### src/rtl/mips_data_bus_pkg.sv
// mips_data_bus_pkg: bus FSM states and the error read-data pattern
package mips_data_bus_pkg;
   typedef enum logic [1:0] {BUS_IDLE, BUS_WAIT, BUS_DONE} bus_state_e;
   localparam logic [31:0] BUS_ERR_DATA = 32'hDEAD_BEEF;
endpackage

### src/rtl/mips_data_bus_watchdog.sv
// mips_data_bus_watchdog: counts WAIT cycles and flags the cycle an access hits its limit
module mips_data_bus_watchdog (
   input  logic       i_clock,
   input  logic       i_reset,
   input  logic       i_clear,
   input  logic       i_enable,
   input  logic [7:0] i_limit,
   output logic       o_expired
);
   logic [7:0] r_count;
   // cleared at launch, advances once per WAIT cycle
   always_ff @(posedge i_clock)
      if (!i_reset || i_clear) r_count <= '0;
      else if (i_enable) r_count <= r_count + 8'd1;
   assign o_expired = i_enable && ({1'b0, r_count} + 9'd1 >= {1'b0, i_limit});
endmodule

### src/rtl/mips_data_bus.sv
// mips_data_bus: stalling load/store interconnect from the core to memory-mapped slaves
module mips_data_bus
   import mips_data_bus_pkg::*;
#(
   parameter int NUM_SLAVES = 4,
   parameter int DATA_W     = 32,
   parameter int ADDR_W     = 32,
   parameter int SEL_LSB    = 12,
   parameter int TIMEOUT    = 15
) (
   input  logic                         i_clock,
   input  logic                         i_reset,
   input  logic                         i_cpu_req,
   input  logic                         i_cpu_we,
   input  logic [ADDR_W-1:0]            i_cpu_addr,
   input  logic [DATA_W-1:0]            i_cpu_wd,
   output logic [DATA_W-1:0]            o_cpu_rd,
   output logic                         o_cpu_stall,
   output logic                         o_cpu_err,
   output logic [7:0]                   o_err_count,
   output logic [NUM_SLAVES-1:0]        o_s_req,
   output logic                         o_s_we,
   output logic [ADDR_W-1:0]            o_s_addr,
   output logic [DATA_W-1:0]            o_s_wd,
   input  logic [NUM_SLAVES*DATA_W-1:0] i_s_rd,
   input  logic [NUM_SLAVES-1:0]        i_s_ack
);
   localparam int SEL_W = NUM_SLAVES > 1 ? $clog2(NUM_SLAVES) : 1;
   bus_state_e r_state, w_next;
   logic [SEL_W-1:0] r_sel, w_sel;
   logic [NUM_SLAVES-1:0] r_req;
   logic r_we, r_err;
   logic [ADDR_W-1:0] r_addr;
   logic [DATA_W-1:0] r_wd, r_rd, w_rd;
   logic [7:0] r_err_count;
   logic w_mapped, w_launch, w_ack, w_expired, w_finish;
   assign w_sel = i_cpu_addr[SEL_LSB +: SEL_W];
   assign w_mapped = {1'b0, w_sel} < (SEL_W + 1)'(NUM_SLAVES);
   assign w_launch = r_state == BUS_IDLE && i_cpu_req;
   assign w_finish = r_state == BUS_WAIT && (w_ack || w_expired);
   mips_data_bus_watchdog u_watchdog (
      .i_clock  (i_clock),
      .i_reset  (i_reset),
      .i_clear  (w_launch),
      .i_enable (r_state == BUS_WAIT),
      .i_limit  (8'(TIMEOUT)),
      .o_expired(w_expired)
   );
   // only the latched slave's ack and read slice are visible; other ports are ignored
   always_comb begin
      w_ack = 1'b0;
      w_rd = '0;
      for (int i = 0; i < NUM_SLAVES; i++)
         if (r_sel == SEL_W'(i)) begin
            w_ack = i_s_ack[i];
            w_rd = i_s_rd[i*DATA_W +: DATA_W];
         end
   end
   // next state: unmapped addresses skip WAIT, and an ack beats a same-cycle timeout
   always_comb begin
      w_next = r_state;
      if (w_launch) w_next = w_mapped ? BUS_WAIT : BUS_DONE;
      else if (w_finish) w_next = BUS_DONE;
      else if (r_state == BUS_DONE) w_next = BUS_IDLE;
   end
   // state register
   always_ff @(posedge i_clock)
      r_state <= !i_reset ? BUS_IDLE : w_next;
   // latch the access at launch and capture its response on completion
   always_ff @(posedge i_clock) begin
      if (!i_reset) begin
         r_sel <= '0;
         r_req <= '0;
         r_we <= 1'b0;
         r_addr <= '0;
         r_wd <= '0;
         r_rd <= '0;
         r_err <= 1'b0;
      end else if (w_launch) begin
         r_sel <= w_sel;
         r_we <= i_cpu_we;
         r_addr <= i_cpu_addr;
         r_wd <= i_cpu_wd;
         r_req <= w_mapped ? NUM_SLAVES'(1) << w_sel : '0;
         if (!w_mapped) begin
            r_rd <= DATA_W'(BUS_ERR_DATA);
            r_err <= 1'b1;
         end
      end else if (w_finish) begin
         r_req <= '0;
         r_rd <= w_ack ? w_rd : DATA_W'(BUS_ERR_DATA);
         r_err <= !w_ack;
      end
   end
   // saturating count of accesses that end in an error
   always_ff @(posedge i_clock)
      if (!i_reset) r_err_count <= '0;
      else if (((w_launch && !w_mapped) || (w_finish && !w_ack)) && r_err_count != 8'hFF)
         r_err_count <= r_err_count + 8'd1;
   assign o_cpu_stall = i_cpu_req && r_state != BUS_DONE;
   assign o_cpu_rd = r_rd;
   assign o_cpu_err = r_err;
   assign o_err_count = r_err_count;
   assign o_s_req = r_req;
   assign o_s_we = r_we;
   assign o_s_addr = r_addr;
   assign o_s_wd = r_wd;
endmodule
### config.mk
export PLATFORM = sky130hd
export DESIGN_NAME = mips_data_bus
export DESIGN_NICKNAME = d
export VERILOG_FILES = /design/src/rtl/mips_data_bus_pkg.sv /design/src/rtl/mips_data_bus_watchdog.sv /design/src/rtl/mips_data_bus.sv
export SDC_FILE = /design/constraint.sdc
export NUM_CORES = 1
export LEC_CHECK = 0
export CAP_MARGIN = 20
export CORE_MARGIN = 2
export CORE_UTILIZATION = 30
export DETAILED_ROUTE_END_ITERATION = 6
export DONT_BUFFER_PORTS = 1
export GPL_TIMING_DRIVEN = 0
export PLACE_DENSITY = 0.49
export SYNTH_ARGS = -nofsm -noshare
export SYNTH_HDL_FRONTEND = slang
export SYNTH_SLANG_ARGS = --single-unit
### constraint.sdc
create_clock -name i_clock -period 6.4 [get_ports i_clock]
set_input_delay 1.28 -clock i_clock [delete_from_list [all_inputs] [get_ports i_clock]]
set_output_delay 1.28 -clock i_clock [all_outputs]
set_load 0.005 [all_outputs]
==> impl_metrics.yaml <==
global_route:
  grtUsageTotal_pct: 17.73
  grt_pass1_vias: 4280
  grt_max_degree: 17
  overflow: 0
  grt_pass1_wl_mm: 24.53
  antenna_found_initial: 6
pwr:
  p_leak_nw: 2.051
  irDropWorstVdd_mv: 0.1727
  power_density_mw_per_mm2: 321.2
layout:
  fillers: 1769
  nets: 762
  final_cells: 794
  drive_above_1_share_pct: 16.29
  area_growth_pct: 16.13
detailed_routing:
  drc: 0
  dr.pass1.iters: 6
  via_count: 4269
  routedWlPerCell_um: 20.55
  initialDrtViolationCount: 153
  vias_per_cell: 5.377
  drt_wl_total_mm: 16.32
  ant_nets: 0
sta:
  slew_headroom_pct: 44.21
  min_period_ps: 2924
  worst_slew_pin_slew_ps: 831.8
  finalHoldViolations: 0
  drv_slew: 0
  setup-violations-final: 0
  rsz0062_at_grt: "no"
  period_share_pct: 45.69
  fmax_ghz: 0.3420
  tns_ps: 0
  skew_ps: 10.44
setup_path:
  cp-start-kind: "input port"
  critPathMaxFanout: 3
  path_buf_inv: 0
  cp_slowest_cell: "a21boi_0"
  critPathTopFamily: "compound AO/OA/AOI/OAI gates"
  crit_required_ps: 5120
  worstSetupPathType: "input port to primary output"
  worst_r2r_endpoint: "o_cpu_rd[9]"
  path_cells: "a21boi_0"
  cp-end-kind: "primary output"
  arrival_ps: 1640
  reg2regPathDepth: 10
  ff2ff_setup_slack_ps: 3710
  r2r_start: "u_watchdog.r_count[0]"
  max_stage_delay_ps: 360
place:
  portBuffers: 0
  dp_hpwl_mm: 12.83
  gp_congestion: 0.9336
  placed_cells: 760
clocking:
  cts_tree: "yes"
  cts_max_path_buffers: 2
  insertion_delay_ps: 410
  htreeDepth: 4
  clk_pin_slew_worst_paths_ps: 50
  cts_num_sinks: 120
  cts-buffers-inserted: 17
  cts_root_buf: "clkbuf_16"
  cts_hold_buf: 0
  post_cts_resized: 0
  post-cts-setup-buffer-count: 0
floorplan:
  dieWidth_um: 135.1
  rows: 47
  fp.coreArea_mm2: 0.01670
  start_util_pct: 30.89
  die-height_um: 135.1
  die_area_mm2: 0.01826
  ios: 311
synth:
  synth_mux_area_share_pct: 14.41
  netlist_instances: 540
  synth_top_cell_by_area: "dfxtp_1"
  synth_top_area_share_pct: 46.57
  yosysMostFrequentCell: "nand2_1"
  synth_xor_area_share_pct: 1.358
  ys_warn_count: 0
  synthTopCellsByCount: "nand2_1 (147), dfxtp_1 (120), a21oi_1 (70)"
  synth_simple_gate_area_share_pct: 15.60
  synth.net_count: 743
  yosysSeqAreaShare_pct: 46.57
  syn-cell-area_mm2: 0.005159
  synth_fa_ha_area_share_pct: 0.7276
  ys_top_cells_by_area: "dfxtp_1 (47%), mux4_2 (14%), nand2_1 (11%), a21oi_1 (6.8%), o221a_2 (4.6%)"
  avgSynthCellArea_um2: 9.553
  synth_top_family_by_area: "compound AO/OA/AOI/OAI gates"
  synthArstFlopShare_pct: 0
  synth_compound_area_share_pct: 17.34
  synth_ff_type: "dfxtp_1"
  synth_cell_types: 45
  ys_ff_latch: 120
  synth-edff-count: 0
job:
  cap_violations: 0
worst_hold_path:
  min_to: "o_s_addr[6]"
  worst_hold_startpoint: "o_s_addr[6]"
  hp-class: "register to register"
  hold_path_depth: 2
status:
  status: "finished, final reports clean"
-- metrics by stage --
| stage | setup WS (ps) | instance area [µm²] | power [mW] | utilization, % | hold slack [ps] |
|---|---|---|---|---|---|
| after floorplan | 3600 | 5159 | 0.9961 | - | 444.7 |
| after global placement | 3281 | 5434 | 1.047 | 32.54 | 465.9 |
| after detailed placement | 3294 | 5434 | 1.054 | 32.54 | 471.8 |
| after CTS | 3453 | 5983 | 1.952 | 35.83 | 478.4 |
| after global routing | 3418 | 5991 | 2.021 | 35.87 | 491.5 |
| final | 3476 | 5991 | 1.924 | 35.87 | 477.3 |
-- power breakdown --
| group | internal (mW) | leakage (nW) | switching [mW] |
|---|---|---|---|
| clock | 0.544 | 0.257 | 0.345 |
| combinational | 0.0856 | 0.813 | 0.113 |
| sequential | 0.795 | 0.981 | 0.0418 |
-- cells in the final DEF (no fill, tap or decap), types with 2 or more instances in the layout --
cell	netlist	final
o221a_1	3	3
buf_2	3	3
clkinv_2	0	2
buf_6	2	2
nand4_1	3	3
xor2_1	6	6
nand3_1	7	7
clkinvlp_4	0	4
o221a_2	21	21
dfxtp_1	120	120
nand4b_1	2	2
ha_1	3	3
or4_1	3	3
nor2_1	26	26
a22oi_1	8	8
clkbuf_1	32	35
clkinv_4	0	2
a211oi_1	3	3
xnor2_1	2	2
o21ai_1	4	4
and3_1	2	2
nand2_1	147	147
o31ai_1	2	2
or3_1	3	3
buf_1	4	4
clkbuf_16	0	17
o21ai_0	4	4
mux4_2	33	33
a21oi_1	70	70
inv_1	8	8
diode_2	0	3
-- kinds of logic after synthesis --
logic type / after synthesis
AO/OA/AOI/OAI: 129
XOR/XNOR: 8
adder cells (fa/ha/maj): 3
buffers and inverters: 50
flip-flops: 120
multiplexers: 33
AND/OR/NAND/NOR: 197
-- state kept, by name, summed over array words and instances, names as in the netlist --
signal              cells
o_err_count             8
o_cpu_err               1
u_watchdog.r_count      8
o_cpu_rd               32
r_state                 2
r_sel                   1
o_s_we                  1
o_s_addr               31
o_s_wd                 32
o_s_req                 4
-- routing by layer --
metal  vias up  part of all wire [%]  track usage (%)
li1       1985                     -                -
met1      2060                    40            20.66
met2       195                    47            28.03
met3        23                    12            9.877
met4         6                   1.7            5.208
met5         -                  0.27                0
-- worst register-to-register path, delay by kind of cell (launching register included) --
family | cells | cell delay [ps]
compound gates | 4 | 1150
fa+ha+maj | 1 | 330
buf+inv | 3 | 570
flops | 1 | 330
simple gates | 2 | 260
-- worst max-delay path by stage --
| stage | from | end | slack [ps] | cells after the start |
|---|---|---|---|---|
| after global routing | i_cpu_req | o_cpu_stall | 3420 | 1 |
| final | i_cpu_req | o_cpu_stall | 3480 | 1 |
| after CTS | i_cpu_req | o_cpu_stall | 3450 | 1 |
| after floorplan | i_s_ack[3] | o_err_count[7] | 3600 | 5 |
| after global placement | i_s_ack[3] | o_s_req[1] | 3280 | 4 |
| after detailed placement | i_s_ack[3] | o_s_req[2] | 3290 | 4 |
-- area by class of cell --
cell class / instances / area [µm²] / area share (%)
multi-input combinational: 370 / 2550 / 42.56
antenna: 3 / 7.507 / 0.1253
buffer: 41 / 172.7 / 2.882
sequential: 120 / 2402 / 40.10
tap: 220 / 275.3 / 4.595
clock buffer: 21 / 450.4 / 7.519
inverter: 9 / 33.78 / 0.5639
clock inverter: 10 / 98.84 / 1.650
Note: power is estimated with default switching activity, not from simulation.
